===== config.mk =====
export PLATFORM = sky130hd
export DESIGN_NAME = vga_timing_gen
export DESIGN_NICKNAME = d
export VERILOG_FILES = /design/src/rtl/vga_timing_gen.sv
export SDC_FILE = /design/constraint.sdc
export NUM_CORES = 1
export LEC_CHECK = 0
export ABC_AREA = 1
export ABC_CLOCK_PERIOD_IN_PS = 1900
export CORE_MARGIN = 2
export CORE_UTILIZATION = 56
export DETAILED_ROUTE_END_ITERATION = 8
export DONT_BUFFER_PORTS = 1
export GPL_TIMING_DRIVEN = 0
export PLACE_DENSITY = 0.74
export SYNTH_ARGS = -nofsm -noshare
export SYNTH_HDL_FRONTEND = slang
export SYNTH_SLANG_ARGS = --single-unit

===== constraint.sdc =====
create_clock -name clk_in -period 1.9 [get_ports clk_in]
set_clock_uncertainty 0.2 [all_clocks]
set_input_delay 0.19 -clock clk_in [delete_from_list [all_inputs] [get_ports clk_in]]
set_output_delay 0.19 -clock clk_in [all_outputs]
set_load 0.05 [all_outputs]

===== src/rtl/vga_timing_gen.sv =====
// vga_timing_gen
// Raster timing generator driven by a one-cycle pixel-enable tick.
// The horizontal and vertical counters advance once per tick. Every output
// is registered and decoded from the next-state counter values, so the
// coordinates, syncs, video_on and the strobes all change on the same edge.
module vga_timing_gen #(
   parameter int H_ACTIVE = 640,
   parameter int H_FP     = 16,
   parameter int H_SYNC   = 96,
   parameter int H_BP     = 48,
   parameter int V_ACTIVE = 480,
   parameter int V_FP     = 10,
   parameter int V_SYNC   = 2,
   parameter int V_BP     = 33,
   parameter int SYNC_POL = 0,
   parameter int CNT_W    = 10
) (
   input  logic             clk_in,
   input  logic             reset_n,
   input  logic             pix_en,
   output logic             hsync,
   output logic             vsync,
   output logic             video_on,
   output logic [CNT_W-1:0] pixel_x,
   output logic [CNT_W-1:0] pixel_y,
   output logic             line_start,
   output logic             frame_start
);

   localparam int H_TOTAL  = H_ACTIVE + H_FP + H_SYNC + H_BP;
   localparam int V_TOTAL  = V_ACTIVE + V_FP + V_SYNC + V_BP;
   localparam int HS_FIRST = H_ACTIVE + H_FP;
   localparam int HS_LAST  = H_ACTIVE + H_FP + H_SYNC - 1;
   localparam int VS_FIRST = V_ACTIVE + V_FP;
   localparam int VS_LAST  = V_ACTIVE + V_FP + V_SYNC - 1;

   // Active and inactive sync levels
   localparam logic SYNC_ACT   = (SYNC_POL != 0);
   localparam logic SYNC_INACT = ~SYNC_ACT;

   localparam logic [CNT_W-1:0] X_LAST    = CNT_W'(H_TOTAL - 1);
   localparam logic [CNT_W-1:0] Y_LAST    = CNT_W'(V_TOTAL - 1);
   localparam logic [CNT_W-1:0] X_ACT_END = CNT_W'(H_ACTIVE);
   localparam logic [CNT_W-1:0] Y_ACT_END = CNT_W'(V_ACTIVE);
   localparam logic [CNT_W-1:0] HS_LO    = CNT_W'(HS_FIRST);
   localparam logic [CNT_W-1:0] HS_HI    = CNT_W'(HS_LAST);
   localparam logic [CNT_W-1:0] VS_LO    = CNT_W'(VS_FIRST);
   localparam logic [CNT_W-1:0] VS_HI    = CNT_W'(VS_LAST);

   logic             x_at_end;
   logic             y_at_end;
   logic [CNT_W-1:0] x_nxt;
   logic [CNT_W-1:0] y_nxt;
   logic             hs_act_nxt;
   logic             vs_act_nxt;
   logic             video_nxt;
   logic             line_nxt;
   logic             frame_nxt;

   assign x_at_end = (pixel_x == X_LAST);
   assign y_at_end = (pixel_y == Y_LAST);

   // Next counter position: advance on a tick, wrap x at end of line and y at end of frame
   always_comb begin
      x_nxt = pixel_x;
      y_nxt = pixel_y;
      if (pix_en) begin
         if (x_at_end) begin
            x_nxt = '0;
            if (y_at_end) begin
               y_nxt = '0;
            end else begin
               y_nxt = pixel_y + CNT_W'(1);
            end
         end else begin
            x_nxt = pixel_x + CNT_W'(1);
         end
      end
   end

   // Decode syncs, video window and strobes from the next position so they line up with it
   always_comb begin
      hs_act_nxt = (x_nxt >= HS_LO) && (x_nxt <= HS_HI);
      vs_act_nxt = (y_nxt >= VS_LO) && (y_nxt <= VS_HI);
      video_nxt  = (x_nxt < X_ACT_END) && (y_nxt < Y_ACT_END);
      line_nxt   = pix_en && x_at_end;
      frame_nxt  = pix_en && x_at_end && y_at_end;
   end

   // Output and counter registers; reset restarts the raster at (0,0) with no strobe
   always_ff @(posedge clk_in) begin
      if (!reset_n) begin
         pixel_x     <= '0;
         pixel_y     <= '0;
         video_on    <= 1'b1;
         hsync       <= SYNC_INACT;
         vsync       <= SYNC_INACT;
         line_start  <= 1'b0;
         frame_start <= 1'b0;
      end else begin
         pixel_x     <= x_nxt;
         pixel_y     <= y_nxt;
         video_on    <= video_nxt;
         hsync       <= hs_act_nxt ? SYNC_ACT : SYNC_INACT;
         vsync       <= vs_act_nxt ? SYNC_ACT : SYNC_INACT;
         line_start  <= line_nxt;
         frame_start <= frame_nxt;
      end
   end

endmodule


Word-level counts from Yosys, hierarchy flattened:

Index checks and enable logic that the tools add are counted.

* latch bits: 0
* input port bits: 3
* ROM bits: 0
* bits in writable memories: 0
* register bits after elaboration: 25
* memories kept: 0

* add/subtract/negate cells: 2
* equality and inequality tests: 2
* order comparisons: 6
* shift operators: 0
* muxes and demuxes: 7
* bitwise logic cells: 0
* reductions and logical operators: 5
* div/mod/pow operators: 0
* $mul: 0

Operators with widths (count)
* 2-to-1 mux 10 bit: 5
* adder 10 x 1 -> 10 bit, second input constant: 2
* equality test 10 bit, second input constant: 2
* >= comparator 10 bit, second input constant: 1
* >= comparator 10 x 9 -> 1 bit, second input constant: 1
* <= comparator 10 bit, second input constant: 1
* <= comparator 10 x 9 -> 1 bit, second input constant: 1
* < comparator 10 bit, second input constant: 1
* < comparator 10 x 9 -> 1 bit, second input constant: 1
* logical AND 1 bit: 5
* 2-to-1 mux 1 bit: 2

Logic depth before layout (Yosys ltp):

Gate-level depths: netlist of run 1.

* word-level depth: 7
* gate-level depth with buffers: 14
* depth with buffers taken out: 14

Worst setup path after synthesis of run 1:

No wires, ideal clock.

* kind: reg2reg
* start: register pixel_x[0]
* end: register vsync
* cell stages (with the launch flop): 13
* arrival: 1927 ps
* clock period less this slack: 2249 ps
* library setup time: 122 ps
* slack: -349 ps
* cell sequence: dfxtp_1 > ha_1 > inv_2 > nor2_2 > nand4_4 > nor2_2 > nand2_1 > nand2_1 > nand2_1 > inv_1 > nand2_1 > nor2_1 > nand3_1

* cells in the longest elaborated chain, start to end: 6
* elaborated cells on any way between the ends: 7
* those cells by class: order compare: 2; eq/ne: 1; mux: 3; reduce/logical: 1

Ends and longest elaborated chain
* from (decl): line 24 `output logic [CNT_W-1:0] pixel_x,`
* from (signal assigned): line 101 `pixel_x <= x_nxt;`
* equality test 10 bit *: line 60 `assign x_at_end = (pixel_x == X_LAST);`
* 2-to-1 mux 10 bit *: line 68 `if (x_at_end) begin`
* 2-to-1 mux 10 bit *: line 67 `if (pix_en) begin`
* >= comparator 10 x 9 -> 1 bit or <= comparator 10 x 9 -> 1 bit (tied branches): line 84 `vs_act_nxt = (y_nxt >= VS_LO) && (y_nxt <= VS_HI);`
* logical AND 1 bit *: line 84
* 2-to-1 mux 1 bit *: line 105 `vsync <= vs_act_nxt ? SYNC_ACT : SYNC_INACT;`
* to (signal assigned): line 105
* to (decl): line 22 `output logic vsync,`

Mark *: on every way between the ends. The rest lies on a longest branch, timed or not.
A chain may end at the register's enable or synchronous reset.

Final worst setup path of run 1:

* start: register pixel_x[0]
* end: register video_on

* cells in the longest elaborated chain, start to end: 5
* elaborated cells on any way between the ends: 9
* those cells by class: add/sub: 1; order compare: 2; eq/ne: 1; mux: 4; reduce/logical: 1

Ends and longest elaborated chain
* adder 10 x 1 -> 10 bit or equality test 10 bit (tied branches): line 76, 60
* 2-to-1 mux 10 bit: line 68
* 2-to-1 mux 10 bit: line 67
* < comparator 10 bit or < comparator 10 x 9 -> 1 bit (tied branches): line 85 `video_nxt = (x_nxt < X_ACT_END) && (y_nxt < Y_ACT_END);`
* logical AND 1 bit *: line 85
* to (signal assigned): line 103 `video_on <= video_nxt;`
* to (decl): line 23 `output logic video_on,`

Marks and branches as above.

==> impl_metrics.ini, run 1 <==
[clock_tree]
clk_pin_slew_ns = 0.14
cts_tree = built
cts_sinks = 25
cts_buffers = 3
htree_num_levels = 1
root_buffer = clkbuf_4
clk_path_buf_depth = 2
clock_latency_ns = 0.32

[routing]
ant_nets = 0
wl_um = 3420
drtPass1Iterations = 4
route.detailed.drc = 0
drt_iter0_markers = 58
vias = 1414
wire_per_inst_um = 12.9
vias_per_cell = 5.34

[timing]
worst_pin_slew_ns = 0.494
layout_setup_ws_ns = -0.120
max_slew_margin_pct = 67.1
hold_viol = 0
fmax_ghz = 0.495
slew_viol_final = 0
holdWs_ns = 0.392
period_needed_ns = 2.02
finalSetupViolations = 4
fin_crit_sh_pct = 106
grt_setup_unrepaired = true

[floorplan]
num_rows = 18
start_util_pct = 59.5
core_area_mm2 = 0.00248
die_h_um = 55.3
fp.dieW_um = 55.3
pin_count = 28
die-area_mm2 = 0.00306

[run]
drv_cap = 0

[critical_path]
critPathTopFamily = simple AND/OR/NAND/NOR gates
crit_arrival_ns = 2.04
critPathRequiredTime_ns = 1.92
end_kind = flip-flop
critical_path.max_stage_delay_ns = 0.51
r2r_end = video_on$_SDFF_PN1_
r2r_start = pixel_x[0]$_SDFF_PN0_
cp_slowest_cell = dfxtp_4
crit_buf_inv = 1
worstPathCellList = ha_4 > inv_2 > nor2_4 > nand4_4 > o21ai_1 > nand2_1 > nor2_1 > nand4_1 > nand2_1 > nand2_1
reg2reg_slack_ns = -0.12
cp_max_fo = 8
worstSetupPathType = flip-flop to flip-flop
start_kind = flip-flop
crit_top_cell = nand2_1
r2r_cells = 10

[pwr]
p_seq_share_pct = 65.2
clock_power_share_pct = 28.3
p_sw_share_pct = 27.6
total_leakage_power_uw = 0.000740
power_frac_comb_pct = 6.5
worst_ir_drop_vdd_uv = 415
internal_power_uw = 623
p_sw_uw = 237
power.density_mw_per_mm2 = 511

[layout]
antenna_cells = 0
syn_to_final_growth_pct = 14.1
fin_util_pct = 67.9
instances_no_fill = 265
layout-drive-gt1-share_pct = 24.3
fill_cells = 230
final_nets = 242

[synth]
synth.most_common_cell = nand2_1
ys_types = 30
synth_common_cells = nand2_1, nor2_1, dfxtp_1, inv_1, nand3_1
ys.warnings.count = 0
syn_nets = 231
yosysSeqAreaShare_pct = 33.9
synth_top_area_share_pct = 33.9
syn-instance-count = 225
synth_edf_count = 0
synth_area_per_cell_um2 = 6.56
synth_top_cells_by_area = dfxtp_1, nand2_1, nor2_1
async_flop_share_pct = 0
synth-seq-cells = 25
yosys.area.top_type = dfxtp_1
synthesis.area_mm2 = 0.00148
synth_flop_cell = dfxtp_1

[status]
status = finished with violations
violations = negative setup slack

[place]
place_ws_ns = -0.284
hpwlAfterDp_um = 2570
placedCellCount = 255
port_buffers = 0
routabilityCongestion = 0.841

[global_route]
antenna_found_initial = 0
grt.total_usage_pct = 22.6
grt_start_max_net_pins = 14
globalRouteOverflowTotal = 0
grt_pass1_vias = 1351
grt_pass1_wl_um = 5640

[min_path]
min-delay-start = reset_n
min_to = video_on$_SDFF_PN1_
hold_path_class = primary input to flip-flop
holdPathStages = 2
==> logic make-up (layout without fill, tap and decap cells) <==
| group | Yosys count | count (layout) | synth area share, % |
|---|---|---|---|
| AND/OR/NAND/NOR | 141 | 141 | 45.1 |
| flip-flops | 25 | 25 | 33.9 |
| adder cells (fa/ha/maj) | 3 | 3 | 2.54 |
| AO/OA/AOI/OAI | 13 | 13 | 5.34 |
| buffers and inverters | 38 | 48 | 10.1 |
| XOR/XNOR | 5 | 5 | 2.97 |
==> worst max-delay path by stage <==
| stage | start | to | cells past startpoint |
|---|---|---|---|
| 3_3_place_gp | pixel_x[0]$_SDFF_PN0_ | vsync$_SDFF_PN1_ | 12 |
| 2_1_floorplan | pixel_x[0]$_SDFF_PN0_ | vsync$_SDFF_PN1_ | 12 |
| 5_1_grt | pixel_x[0]$_SDFF_PN0_ | vsync$_SDFF_PN1_ | 12 |
| 6_report | pixel_x[0]$_SDFF_PN0_ | video_on$_SDFF_PN1_ | 10 |
| 4_1_cts | pixel_x[0]$_SDFF_PN0_ | vsync$_SDFF_PN1_ | 12 |
| 3_5_place_dp | pixel_x[0]$_SDFF_PN0_ | vsync$_SDFF_PN1_ | 12 |
==> stage by stage <==
stage	power, uW	area, um^2	setup TNS, ns
after floorplan	617	1510	0
after global placement	628	1540	-0.459
after detailed placement	630	1540	-0.678
after CTS	872	1660	-0.270
after global routing	899	1680	-0.773
final	860	1680	-0.286
==> cell type report <==
cell class / count / area, um^2 / share of cell area [%]
Multi-Input combinational cell: 162 / 863 / 51.3
Sequential cell: 25 / 553 / 32.9
Inverter: 35 / 136 / 8.10
Timing Repair Buffer: 6 / 50.0 / 2.97
Tap cell: 30 / 37.5 / 2.23
Clock buffer: 4 / 26.3 / 1.56
Buffer: 3 / 16.3 / 0.967
==> power groups by stage <==
stage / Sequential, uW / Combinational [uW] / Clock [uW]
global placement: 581 / 46.6 / 0
finish: 560 / 56.1 / 243
global route: 562 / 62.2 / 275
floorplan: 579 / 38.5 / 0
detailed placement: 582 / 48.4 / 0
CTS: 565 / 55.5 / 252
==> repair_timing <==
item	4_1_cts	5_1_grt
hold endpoints to repair	15	0
pin swaps	3	0
hold buffers	2	0
resized for setup	13	7
buffers inserted	4	0
endpoints found under the setup margin	7	5
==> layer usage <==
layer / vias up / GRT usage (%) / wire length (um)
met4: 0 / 9.06 / 33
met5: - / 0 / 0
met2: 40 / 41.7 / 1810
met1: 641 / 25.6 / 1380
met3: 4 / 3.75 / 198
li1: 729 / - / -
==> state kept, by name, indices dropped and copies added, names as in the netlist <==
register / count
video_on: 1
vsync: 1
hsync: 1
frame_start: 1
line_start: 1
pixel_x: 10
pixel_y: 10
==> worst reg2reg max path, cell delays in order (launching register included) <==
cell     delay, ns
dfxtp_4       0.51
ha_4          0.18
inv_2         0.05
nor2_4        0.13
nand4_4       0.22
o21ai_1       0.21
nand2_1       0.11
nor2_1        0.12
nand4_1       0.09
nand2_1       0.07
nand2_1       0.04
==> cell usage in the layout (no fill, tap or decap), types with 4 or more instances in the layout <==
master | netlist | layout
nor2_4 | 4 | 6
dfxtp_2 | 0 | 9
nor3_1 | 6 | 6
o21ai_1 | 4 | 4
nand3_1 | 16 | 15
inv_2 | 8 | 8
nand3_2 | 3 | 4
dfxtp_1 | 25 | 5
dfxtp_4 | 0 | 11
inv_1 | 25 | 25
buf_4 | 1 | 5
nand2_1 | 63 | 63
nor2_1 | 35 | 34
nand4_1 | 6 | 6
(Power assumes the default switching activity.)
==> run 2: changes to the inputs <==
Settings changed: ABC_AREA 1 to default.
==> impl_metrics.ini, run 2 <==
[critical_path]
end_kind = flip-flop
start_kind = flip-flop
critical_path.max_stage_delay_ns = 0.50
cp_max_fo = 5
critPathTopFamily = simple AND/OR/NAND/NOR gates
reg2reg_slack_ns = -0.64
worstPathCellList = ha_4 > and4bb_2 > nand4_1 > nor3_2 > mux2_4 > and3_1 > or4b_1
worstSetupPathType = flip-flop to flip-flop
crit_arrival_ns = 2.55
cp_slowest_cell = dfxtp_4
crit_buf_inv = 0
critPathRequiredTime_ns = 1.92

[layout]
most-common-layout-cells = nand2_1, nor2_1, dfxtp_4, buf_4, xnor2_1
fill_cells = 187
antenna_cells = 0
layout-drive-gt1-share_pct = 35.8
fin_util_pct = 72.1
instances_no_fill = 220
reg.largest.list = pixel_x: 10 flops, pixel_y: 10 flops
syn_to_final_growth_pct = 23.1
stdcell_area_mm2 = 0.00175
final_nets = 197
layout_commonest_cell = nand2_1

[place]
place_ws_ns = -0.687
routabilityCongestion = 0.857
placedCellCount = 205
port_buffers = 0
hpwlAfterDp_um = 2230
placed_cell_area_mm2 = 0.00154

[run]
drv_cap = 0

[timing]
hold_viol = 0
max_slew_margin_pct = 67.1
grt_setup_unrepaired = true
slew_viol_final = 0
fmax_ghz = 0.394
layout_setup_ws_ns = -0.635
period_needed_ns = 2.54
finalSetupViolations = 13
fin_crit_sh_pct = 133
worst_pin_slew_ns = 0.493

[floorplan]
fp.dieW_um = 54.4
core_area_mm2 = 0.00243
num_rows = 18
die_h_um = 54.4
die-area_mm2 = 0.00296
pin_count = 28
start_util_pct = 58.5

[global_route]
grt_pass1_wl_um = 5480
grt_pass1_vias = 1201
grt_start_max_net_pins = 15
antenna_found_initial = 0
globalRouteOverflowTotal = 0
grt.total_usage_pct = 25.3

[clock_tree]
clock_latency_ns = 0.32
root_buffer = clkbuf_4
clk_pin_slew_ns = 0.14
cts_sinks = 25
cts_buffers = 3
htree_num_levels = 1
cts_tree = built
clk_path_buf_depth = 2

[synth]
synth_area_per_cell_um2 = 8.14
async_flop_share_pct = 0
synth.most_common_cell = dfxtp_1
synth-seq-cells = 25
yosys.area.top_type = dfxtp_1
synth_common_cells = dfxtp_1, nand2_1, nor2_1
syn-instance-count = 175
synth_top_area_share_pct = 35.1
syn_nets = 181
synth_top_cells_by_area = dfxtp_1, xnor2_1, nand2_1
synth_flop_cell = dfxtp_1
synthesis.area_mm2 = 0.00142
synth_edf_count = 0
ys.warnings.count = 0
yosysSeqAreaShare_pct = 35.1
ys_types = 50

[routing]
drtPass1Iterations = 4
wire_per_inst_um = 16.5
route.detailed.drc = 0
wl_um = 3620
vias = 1377
drt_iter0_markers = 60
ant_nets = 0
vias_per_cell = 6.26

[min_path]
hold_path_class = primary input to flip-flop

[pwr]
worst_ir_drop_vdd_uv = 343
total_leakage_power_uw = 0.000627
power.density_mw_per_mm2 = 460

[status]
violations = negative setup slack
status = finished with violations
==> run 2: what timing repair did <==
item	CTS	global route
endpoints found under the hold margin	13	0
hold buffers	1	0
resized for setup	15	16
setup buffers	7	5
setup endpoints to repair	14	15
pin swaps	5	8
==> run 2: per-stage QoR <==
stage | TNS [ns] | hold WS (ns) | power, uW
3_3_place_gp | -4.05 | 0.139 | 568
4_1_cts | -3.87 | 0.0522 | 814
3_5_place_dp | -4.55 | 0.143 | 570
2_1_floorplan | -2.08 | 0.133 | 563
6_report | -4.44 | 0.0683 | 807
5_1_grt | -5.11 | 0.0853 | 834
==> run 2: kinds of logic (layout without fill, tap and decap cells) <==
logic type	after synthesis	in the layout	share of synthesized area, %
buffers and inverters	16	31	4.75
AO/OA/AOI/OAI	33	33	16.6
multiplexers	2	2	1.49
XOR/XNOR	10	10	6.15
flip-flops	25	25	35.1
adder cells (fa/ha/maj)	3	3	2.64
AND/OR/NAND/NOR	86	86	33.2
==> run 2: area by class of cell <==
cell class,instances,area [um^2],share of cell area (%)
Tap cell,30,37.5,2.14
Clock buffer,3,22.5,1.28
Sequential cell,25,556,31.7
Clock inverter,1,5.00,0.286
Timing Repair Buffer,13,104,5.92
Buffer,9,65.1,3.71
Inverter,5,18.8,1.07
Multi-Input combinational cell,134,945,53.9
==> run 2: worst reg2reg max path, stage by stage, from the launching register on <==
cell	delay, ns
dfxtp_4	0.50
ha_4	0.17
and4bb_2	0.29
nand4_1	0.19
nor3_2	0.28
mux2_4	0.19
and3_1	0.19
or4b_1	0.43
==> run 2: routing by layer <==
layer  vias to the layer above  part of all wire, %  global-route usage, %
met3                         8                  7.7                   4.92
met5                         -                    0                      0
met4                         0                  1.3                   9.17
li1                        666                    -                      -
met1                       641                   45                   35.9
met2                        62                   46                   37.8
==> run 2: worst paths after layout <==
| kind | startpoint | end | cells past startpoint |
|---|---|---|---|
| setup / recovery | pixel_x[0]$_SDFF_PN0_ | vsync$_SDFF_PN1_ | 7 |
| setup reg to reg | pixel_x[0]$_SDFF_PN0_ | vsync$_SDFF_PN1_ | 7 |
| hold / removal | reset_n | pixel_y[3]$_SDFF_PN0_ | 2 |
| hold reg to reg | pixel_x[0]$_SDFF_PN0_ | pixel_x[0]$_SDFF_PN0_ | 2 |
==> run 2: power breakdown <==
part	switching, uW	total (uW)	internal, uW
clock network	168	246	78.9
registers	17.0	530	513
logic	17.1	30.6	13.5
